`src/rtl/shift_deserializer.sv`:
```
// rtl/shift_deserializer.sv - framed serial-to-parallel receiver with one-word holding register
module shift_deserializer #(
    parameter int WIDTH = 4
) (
    input  logic             clk,
    input  logic             reset,
    input  logic             bit_in,
    input  logic             bit_valid,
    input  logic             sync,
    input  logic             dir,
    output logic [WIDTH-1:0] out_data,
    output logic             out_valid,
    input  logic             out_ready,
    output logic             busy,
    output logic             frame_err,
    output logic             overrun,
    input  logic             clear_err
);

    localparam int CW = $clog2(WIDTH + 1);

    typedef enum logic {
        HUNT  = 1'b0,
        SHIFT = 1'b1
    } state_t;

    state_t           state, state_n;
    logic [CW-1:0]    cnt, cnt_n;
    logic [WIDTH-1:0] sr, sr_n;
    logic             dir_q, dir_n;
    logic             word_done;
    logic             abort;
    logic             drain;

    // Next-state view of the assembler; a sync bit restarts from an empty register
    // using the freshly latched bit order, so any partial word is simply overwritten.
    always_comb begin
        state_n   = state;
        cnt_n     = cnt;
        sr_n      = sr;
        dir_n     = dir_q;
        word_done = 1'b0;
        abort     = 1'b0;
        if (bit_valid) begin
            if (sync) begin
                abort   = (state == SHIFT) && (cnt != '0);
                state_n = SHIFT;
                dir_n   = dir;
                cnt_n   = CW'(1);
                sr_n    = dir ? {bit_in, {(WIDTH-1){1'b0}}} : {{(WIDTH-1){1'b0}}, bit_in};
            end else if (state == SHIFT) begin
                sr_n = dir_q ? {bit_in, sr[WIDTH-1:1]} : {sr[WIDTH-2:0], bit_in};
                if (cnt == CW'(WIDTH - 1)) begin
                    word_done = 1'b1;
                    cnt_n     = '0;
                end else begin
                    cnt_n = cnt + CW'(1);
                end
            end
        end
    end

    assign drain = out_valid && out_ready;

    // Register assembler state, holding register and all status outputs.
    always_ff @(posedge clk or negedge reset) begin
        if (!reset) begin
            state     <= HUNT;
            cnt       <= '0;
            sr        <= '0;
            dir_q     <= 1'b0;
            out_data  <= '0;
            out_valid <= 1'b0;
            busy      <= 1'b0;
            frame_err <= 1'b0;
            overrun   <= 1'b0;
        end else begin
            state     <= state_n;
            cnt       <= cnt_n;
            sr        <= sr_n;
            dir_q     <= dir_n;
            busy      <= (state_n == SHIFT) && (cnt_n != '0);
            frame_err <= abort;
            if (word_done) begin
                if (!out_valid || out_ready) begin
                    out_data  <= sr_n;
                    out_valid <= 1'b1;
                end
            end else if (drain) begin
                out_valid <= 1'b0;
            end
            // A new drop wins over a simultaneous clear so no overrun is ever lost.
            if (word_done && out_valid && !out_ready) begin
                overrun <= 1'b1;
            end else if (clear_err) begin
                overrun <= 1'b0;
            end
        end
    end

endmodule

```
`config.mk`:
```
export PLATFORM = sky130hd
export DESIGN_NAME = shift_deserializer
export DESIGN_NICKNAME = d
export VERILOG_FILES = /design/src/rtl/shift_deserializer.sv
export SDC_FILE = /design/constraint.sdc
export NUM_CORES = 1
export LEC_CHECK = 0
export CAP_MARGIN = 10
export CORE_ASPECT_RATIO = 1.4
export CORE_MARGIN = 2
export CORE_UTILIZATION = 45
export DETAILED_ROUTE_END_ITERATION = 12
export PLACE_DENSITY = 0.73
export SLEW_MARGIN = 20
export SYNTH_ARGS = -nofsm -noshare
export SYNTH_HDL_FRONTEND = slang
export SYNTH_SLANG_ARGS = --single-unit
```
`constraint.sdc`:
```
create_clock -name clk -period 1.95 [get_ports clk]
set_input_delay 0.2925 -clock clk [delete_from_list [all_inputs] [get_ports clk]]
set_output_delay 0.2925 -clock clk [all_outputs]
set_load 0.01 [all_outputs]
```
==> insert_results.sql <==
INSERT INTO impl_metrics (metric_group, metric, value, unit) VALUES
('place', 'dp_hpwl', '1.18', 'mm'),
('synthesis', 'seq_area_frac_synth', '48.9', '%'),
('synthesis', 'post_synth_edffs', '0', ''),
('setup_path', 'setup.worst_path.class', 'flip-flop to flip-flop', ''),
('grt', 'first_pass_grt_wire_length', '2.79', 'mm'),
('final_layout', 'fraction_of_final_layout_cells_sized_beyond_drive_strength_1', '14.1', '%'),
('clock_tree', 'clk_pin_slew_worst_paths', '0.10', 'ns'),
('synthesis', 'ys_async_rst_share', '100', '%'),
('timing', 'post-route-period-util', '76.5', '%'),
('synthesis', 'synth_warnings', '0', ''),
('pwr', 'total_leakage_power', '0.480', 'nW'),
('pwr', 'peakVddDrop', '0.000646', 'V'),
('timing', 'tns', '0', 'ns'),
('synthesis', 'yosys.area.top_type_share', '48.9', '%'),
('grt', 'largest_net_degree_at_the_start_of_global_routing', '18', ''),
('clock_tree', 'insertion_delay', '0.29', 'ns'),
('clock_tree', 'cts-root-buf', 'sky130_fd_sc_hd__clkbuf_4', ''),
('pwr', 'pwr-share-seq', '46.4', '%'),
('run_status', 'outcome', 'completed', ''),
('final_layout', 'n_antenna_cell', '0', ''),
('synthesis', 'number_of_distinct_library_cell_variants_in_the_gate_level_netlist_after_synthesis', '32', ''),
('routing', 'initialDrtViolationCount', '4', ''),
('clock_tree', 'clock-sinks', '17', ''),
('setup_path', 'worstReg2RegStart', 'cnt[0]', ''),
('die', 'floorplan.core_area', '1800', 'um^2'),
('clock_tree', 'holdBufCountCts', '0', ''),
('routing', 'num_vias', '605', ''),
('routing', 'remaining_antenna_violation_count_after_routing', '0', ''),
('synthesis', 'ys_ff_latch', '17', ''),
('pwr', 'switchingPower', '0.335', 'mW'),
('clock_tree', 'setup_fix_buffers_added_after_clock_tree_synthesis', '0', ''),
('run', 'maxCapViolCount', '0', ''),
('synthesis', 'post_synth_most_frequent_cells', '17 x sky130_fd_sc_hd__dfrtp_1, 7 x sky130_fd_sc_hd__nand2_1, 4 x sky130_fd_sc_hd__a21oi_1, 4 x sky130_fd_sc_hd__inv_1, 4 x sky130_fd_sc_hd__mux2_1', ''),
('clock_tree', 'postCtsResizedCells', '0', ''),
('setup_path', 'cp-end-kind', 'flip-flop', ''),
('setup_path', 'critPathArrivalTime', '1.66', 'ns'),
('final_layout', 'finalNetCount', '103', ''),
('setup_path', 'setup.worst_path.start_class', 'flip-flop', ''),
('synthesis', 'syn_area_per_cell', '11.9', 'um^2'),
('clock_tree', 'ctsHtreeMaxLevel', '1', ''),
('synthesis', 'syn-num-nets', '83', ''),
('setup_path', 'reg2reg_setup_slack', '0.46', 'ns'),
('timing', 'worstMarginPinSlew', '0.459', 'ns'),
('timing', 'slew_viol_final', '0', ''),
('final_layout', 'fillCellCount', '163', ''),
('clock_tree', 'cts_inserted_buffers', '3', ''),
('routing', 'drcViolationCount', '0', ''),
('routing', 'wl_per_cell', '14.3', 'um'),
('timing', 'grt_setup_unrepaired', 'false', ''),
('synthesis', 'synth-main-ff-cell', 'sky130_fd_sc_hd__dfrtp_1', ''),
('die', 'dieWidth', '41.2', 'um'),
('setup_path', 'crit_fanout', '5', ''),
('timing', 'slew_headroom', '69.3', '%'),
('hold_path', 'hold_crit_path_type', 'primary input to asynchronous set/reset pin', ''),
('pwr', 'power.density_cell_area', '1000', 'nW/um^2'),
('place', 'placed_area', '1040', 'um^2'),
('place', 'io_buffer_count', '15', ''),
('clock_tree', 'cts_tree', 'yes', ''),
('grt', 'number_of_global_route_vias_before_repair', '615', ''),
('pwr', 'combPwrFrac', '35.8', '%'),
('pwr', 'clockPowerShare', '17.8', '%'),
('synthesis', 'synth.most_common_cell', 'sky130_fd_sc_hd__dfrtp_1', ''),
('place', 'gpl.final_weighted_congestion', '0.716', ''),
('synthesis', 'synthesized_area', '870', 'um^2'),
('die', 'floorplan.die.height', '56.0', 'um'),
('setup_path', 'crit_required', '2.12', 'ns'),
('routing', 'drt_pre_antenna_iters', '4', ''),
('setup_path', 'worst_r2r_path_depth', '4', ''),
('final_layout', 'growth_of_design_area_from_synthesis_to_finish', '22.3', '%'),
('die', 'die-area', '2310', 'um^2'),
('final_layout', 'final_design_area_no_fill', '1060', 'um^2');
[routing by layer]
metal | GRT usage [%] | vias to the layer above | part of all wire, %
li1 | - | 291 | -
met1 | 23.3 | 302 | 42
met2 | 26.3 | 10 | 55
met3 | 2.80 | 2 | 3.1
met4 | 8.29 | 0 | 0.25
met5 | 0 | - | 0
[cells in the final DEF, fill, tap and decap left out, drive strengths merged]
cell / netlist / final
dfrtp: 17 / 17
clkdlybuf4s50: 0 / 15
nand2: 7 / 7
mux2: 5 / 5
inv: 4 / 4
a21oi: 4 / 4
buf: 3 / 4
mux2i: 4 / 4
clkbuf: 1 / 4
nand2b: 3 / 3
o21ai: 3 / 3
o22ai: 2 / 2
a22o: 2 / 2
nor2: 2 / 2
nand3: 2 / 2
ha: 2 / 2
a221oi: 2 / 2
and2: 1 / 1
xnor2: 1 / 1
and2b: 1 / 1
nand3b: 1 / 1
a21boi: 1 / 1
or2b: 1 / 1
or4: 1 / 1
o311a: 1 / 1
nor2b: 1 / 1
nand4: 1 / 1
[registers in the layout (all words and copies together), names as in the netlist]
register	cells
frame_err	1
state	1
out_valid	1
sr	4
busy	1
cnt	3
dir_q	1
overrun	1
out_data	4
[through the flow]
step / total power [mW] / util (%) / hold WS (ns) / worst slack [ns] / std cells
2_1_floorplan: 0.714 / - / -0.00309 / 0.588 / 73
3_3_place_gp: 0.870 / 57.6 / 0.480 / 0.204 / 108
3_5_place_dp: 0.883 / 57.6 / 0.486 / 0.147 / 108
4_1_cts: 1.07 / 59.0 / 0.325 / 0.457 / 112
5_1_grt: 1.15 / 59.0 / 0.342 / 0.361 / 112
6_report: 1.06 / 59.0 / 0.316 / 0.459 / 112
[critical path: stages (launching register included)]
cell                      delay, ns
sky130_fd_sc_hd__dfrtp_1       0.45
sky130_fd_sc_hd__ha_1          0.25
sky130_fd_sc_hd__and2b_1       0.21
sky130_fd_sc_hd__nand4_4       0.12
sky130_fd_sc_hd__mux2_1        0.34
[power groups by stage]
stage / clock network (mW) / logic [mW] / registers [mW]
finish: 0.190 / 0.381 / 0.493
global placement: 0 / 0.373 / 0.497
floorplan: 0 / 0.203 / 0.511
detailed placement: 0 / 0.383 / 0.500
global route: 0.211 / 0.427 / 0.507
CTS: 0.194 / 0.386 / 0.494
[logic make-up (layout without fill, tap and decap cells)]
| group | after synthesis | count (layout) | synth area share, % |
|---|---|---|---|
| adder cells (fa/ha/maj) | 2 | 2 | 2.88 |
| multiplexers | 9 | 9 | 11.5 |
| XOR/XNOR | 1 | 1 | 1.01 |
| flip-flops | 17 | 17 | 48.9 |
| buffers and inverters | 8 | 27 | 6.04 |
| AO/OA/AOI/OAI | 15 | 15 | 14.2 |
| AND/OR/NAND/NOR | 21 | 21 | 15.4 |
[layout make-up]
class                      count  area, um^2  share of cell area (%)
inverter                       4        15.0                    1.41
clock buffer                   4        26.3                    2.47
timing repair buffer          19         180                    16.9
tap                           20        25.0                    2.35
sequential                    17         425                    40.0
multi-input combinational     48         392                    36.8
[how the worst max path moves through the flow]
stage / slack, ns / endpoint
3_5_place_dp: 0.15 / out_data[1]
5_1_grt: 0.36 / out_data[1]
2_1_floorplan: 0.59 / out_data[0]
3_3_place_gp: 0.20 / out_data[2]
6_report: 0.46 / out_data[1]
4_1_cts: 0.46 / out_data[1]
(Power assumes the default switching activity.)
==> edit 1, RTL diff (same settings) <==
The parameter `WIDTH` goes from 4 to 16.
--- a/src/rtl/shift_deserializer.sv
+++ b/src/rtl/shift_deserializer.sv
@@ -2,3 +2,3 @@
 module shift_deserializer #(
-    parameter int WIDTH = 4
+    parameter int WIDTH = 16
 ) (
Ports: changed (resized out_data); port bits go from 16 to 28. No check against the original RTL was run, so the function may have changed too.
==> edit 1 against the original RTL <==
Setup slack worse by 330 ps; area after synthesis grew 140%; combinational power grew 22%; fmax down 18%; wire length up 150%; critical endpoint is now out_data[8]$_DFFE_PN0P_; sequential cell count grew 26; critical path depth up 1; critical path type unchanged; cell area up 140%; final cell count increased by 140%; hold slack gained 190 ps; power increased by 110%; non-clock buffer count is 19 higher.
==> edit 1: results (changes against the original RTL) <==
[pwr]
peakVddDrop_mv=0.581  ; was 0.646 mV
p_leak_uw=0.00113  ; was 0.000480 uW
p_comb_uw=466  ; was 381 uW
p_switching_uw=618  ; was 335 uW
p_int_uw=1660  ; was 729 uW
seq_power_uw=1090  ; was 493 uW

[sta]
setup_viol=0  ; unchanged
tightest_slew_ps=509  ; was 459 ps
clock-skew-final_ps=7.39  ; was 6.45 ps

[cts]
clk_latency_ps=300
numCtsBuffers=5  ; was 3
cts.repair.resized=0  ; unchanged
clock-root-buffer=clkbuf_8  ; was clkbuf_4
hold_buffers=1  ; was 0
path_clk_slew_ps=80  ; was 100 ps
htree_num_levels=2  ; was 1
ctsLongestPathBuffers=2  ; unchanged
postCtsSetupBuffers=0  ; unchanged

[layout]
drive_above_1_share_pct=20.4  ; was 14.1%
fin_nets=215  ; was 103
fillers=386  ; was 163
reg.largest.list=out_data (16), sr (16), cnt (5)  ; was out_data (4), sr (4), cnt (3)

[critical_path]
worst_r2r_path_depth=5  ; was 4
crit_arrival_ps=2000  ; was 1660 ps
path_max_fanout=8  ; was 5

[flow_run]
drv_cap=0  ; unchanged

[yosys]
synth_mux_area_share_pct=17.0  ; was 11.5%
ys_warn_count=0  ; unchanged
synth_fa_ha_area_share_pct=1.22  ; was 2.88%
synth_xor_area_share_pct=0.426  ; was 1.01%
synth_nets=182  ; was 83
ys_seq_area_share_pct=52.3  ; was 48.9%
synth.top_cells.by_area=dfrtp_1, mux2i_1, nor2_1, a211oi_2, mux2_2  ; was dfrtp_1, mux2_1, mux2i_1, a221oi_4, nand2_1
synth-compound-area-share_pct=11.9  ; was 14.2%
synth_cell_types=32  ; unchanged
synthTopCellsByCount=dfrtp_1, nor2_1, mux2i_1, nand2_1  ; was dfrtp_1, nand2_1, a21oi_1, inv_1, mux2_1
postSynth.asyncResetShare_pct=100  ; unchanged

[detailed_routing]
first_pass_iters=4  ; unchanged
drtIter0Drc=65  ; was 4
wl_met3_um=95  ; was 50 um
totalWireLength_um=4000  ; was 1600 um
vias_per_cell=5.22  ; was 5.40
met2RoutedLength_um=2160  ; was 879 um
routed.top_layer=met4  ; unchanged
met1_length_um=1620  ; was 668 um

[global_routing]
use_met1_pct=19.3  ; was 23.3%
grt_util_met2_pct=30.5  ; was 26.3%
grt_remaining_overflow=0  ; unchanged
grt_pass1_wl_um=6670  ; was 2790 um
grt_usage_pct=17.8  ; was 17.5%
use_met3_pct=4.34  ; was 2.80%
grt_pass1_vias=1506  ; was 615
grt_max_degree=29  ; was 18

[place]
pre_cts_ws_ps=13.4  ; was 147 ps
dpl.hpwl_um=2890  ; was 1180 um
gp_congestion=0.811  ; was 0.716
placed_cell_area_sq_um=2410  ; was 1040 sq um
port_buffers=27  ; was 15

[run_status]
status=finished, final reports clean  ; unchanged

[edit 1: cell types whose count changed in the layout (fill, tap and decap cells not counted), moves of 3 or more]
cell	unedited run	this run
mux2_4	0	6
mux2i_1	3	17
buf_4	4	7
mux2_2	1	8
buf_12	0	3
mux2_1	4	0
a211oi_1	0	8
clkbuf_8	0	6
a211oi_2	0	8
nor2_1	2	27
clkbuf_4	3	0
dfrtp_1	17	43
nand2_1	7	11
clkdlybuf4s50_1	15	26
[edit 1: worst paths after layout]
path | start | to | slack, ps
setup / recovery | cnt[0]$_DFF_PN0_ | out_data[8]$_DFFE_PN0P_ | 130
hold / removal | reset | out_data[8]$_DFFE_PN0P_ | 510
setup reg to reg | cnt[0]$_DFF_PN0_ | out_data[8]$_DFFE_PN0P_ | 130
hold reg to reg | out_data[12]$_DFFE_PN0P_ | out_data[12]$_DFFE_PN0P_ | 510
max in group asynchronous | reset | sr[0]$_DFF_PN0_ | 950
min in group clk | out_data[12]$_DFFE_PN0P_ | out_data[12]$_DFFE_PN0P_ | 510
[edit 1: area by class of cell]
class | instances | area [sq um] | area share [%]
clock inverter | 2 | 35.0 | 1.38
inverter | 4 | 15.0 | 0.592
multi-input combinational | 113 | 863 | 34.0
tap | 62 | 77.6 | 3.06
sequential | 43 | 1080 | 42.4
timing repair buffer | 38 | 388 | 15.3
clock buffer | 6 | 82.6 | 3.25
[edit 1: critical path, stage by stage (launching register included)]
cell	delay [ps]
dfrtp_1	450
ha_1	230
and4b_4	280
and4b_1	220
buf_4	180
mux2_2	350
[edit 1: metrics by stage]
step	cells	hold WS (ps)
3_5_place_dp	259	289
3_3_place_gp	259	276
6_report	268	510
5_1_grt	268	536
4_1_cts	268	515
2_1_floorplan	172	-3.09
==> edit 2, RTL diff (same flow settings) <==
Made on the original files. Reset style: synchronous (`reset`), changed in one clocked block.
--- a/src/rtl/shift_deserializer.sv
+++ b/src/rtl/shift_deserializer.sv
@@ -65,3 +65,3 @@
     // Register assembler state, holding register and all status outputs.
-    always_ff @(posedge clk or negedge reset) begin
+    always_ff @(posedge clk) begin
         if (!reset) begin
Formal check against the unedited RTL: differs if reset is asserted again (counterexample within 4 cycles, from zero or initial values and one cycle with reset low); with reset held inactive, the same outputs for 10 cycles.
==> edit 2 against the original RTL <==
Wire length increased by 3.6%; setup slack got worse by 64 ps; global-route usage increased by 1.8 points; cell area decreased by 7.1%; sequential share of layout area decreased by 5.6 points; final cell count increased by 17%; sequential cell count unchanged; critical path depth increased by 1; area after synthesis decreased by 8.3%; via count increased by 20%; die area decreased by 7.7%; critical endpoint is now out_data[1]$_SDFFE_PN0P_; largest cell class is now multi-input gates; highest routed layer unchanged.
Power is not compared: it rests on default switching activity, and its combinational part moved more than twofold at a synthesized area within 25%.
==> edit 2: results (changes against the original RTL) <==
[run_status]
status=finished, final reports clean  ; unchanged

[yosys]
synth_nets=104  ; was 83
synth-compound-area-share_pct=20.7  ; was 14.2%
synth_mux_area_share_pct=5.02  ; was 11.5%
ys.flop_type=dfxtp_1  ; was dfrtp_1
synthTopCellsByCount=dfxtp_1, nor2_1, nand2_1, a21oi_1, inv_1  ; was dfrtp_1, nand2_1, a21oi_1, inv_1, mux2_1
synth.top_cells.by_area=dfxtp_1, nor2_1, a21oi_1, mux2i_1, nand2_1  ; was dfrtp_1, mux2_1, mux2i_1, a221oi_4, nand2_1
postSynth.asyncResetShare_pct=0  ; was 100%
synth_fa_ha_area_share_pct=3.14  ; was 2.88%

[detailed_routing]
vias_per_cell=5.52  ; was 5.40
wire_per_inst_um=12.7  ; was 14.3 um
vias=723  ; was 605

[layout]
fin_nets=122  ; was 103
drive_above_1_share_pct=9.01  ; was 14.1%
fillers=172  ; was 163

[critical_path]
r2r_setup_slack_ps=390  ; was 460 ps
crit_arrival_ps=1770  ; was 1660 ps
path_max_fanout=8  ; was 5
r2r-start=cnt[0]$_SDFF_PN0_  ; was cnt[0]$_DFF_PN0_
worst_r2r_path_depth=5  ; was 4
crit_family=simple AND/OR/NAND/NOR gates  ; was flip-flops

[global_routing]
grt_pass1_wl_um=2850  ; was 2790 um
grt_max_degree=11  ; was 18
use_met3_pct=3.72  ; was 2.80%
use_met1_pct=24.0  ; was 23.3%
grt_usage_pct=19.3  ; was 17.5%
grt_pass1_vias=696  ; was 615

[min_path]
min_path_type=reg2reg  ; was in2async

[place]
pre_cts_ws_ps=150  ; was 147 ps
placed_cell_area_sq_um=962  ; was 1040 sq um
dp_cells=127  ; was 108
dpl.hpwl_um=1250  ; was 1180 um
gp_congestion=0.826  ; was 0.716

[sta]
clock-skew-final_ps=3.67  ; was 6.45 ps
whs_ps=472  ; was 316 ps
period_needed_ps=1560  ; was 1490 ps

-- edit 2: cell types whose count changed in the layout (fill, tap and decap cells not counted), moves of 3 or more --
cell      delta
nor3_1       +4
a211oi_1     +4
dfrtp_1     -17
a21oi_1      +4
mux2_1       -4
dfxtp_1     +17
nor2_1      +11
nand2_1      +3
-- edit 2: area by class of cell --
cell class | count | area, sq um | area share (%)
well taps | 20 | 25.0 | 2.53
clock buffers | 4 | 26.3 | 2.66
flip-flops and latches | 17 | 340 | 34.4
inverters | 5 | 18.8 | 1.90
multi-input cells | 68 | 413 | 41.8
repair buffers | 17 | 165 | 16.7
-- edit 2: routing by layer --
layer / share of wire [%] / vias up
li1: - / 358
met1: 43 / 323
met2: 50 / 36
met3: 5.5 / 6
met4: 1.2 / 0
met5: 0 / -
-- edit 2: worst register-to-register path, cell delays in order, from the launching register on --
cell      delay [ps]
dfxtp_1          450
ha_1             230
nand2b_1         160
nor4_4           360
nor2_1           100
a211oi_2         200
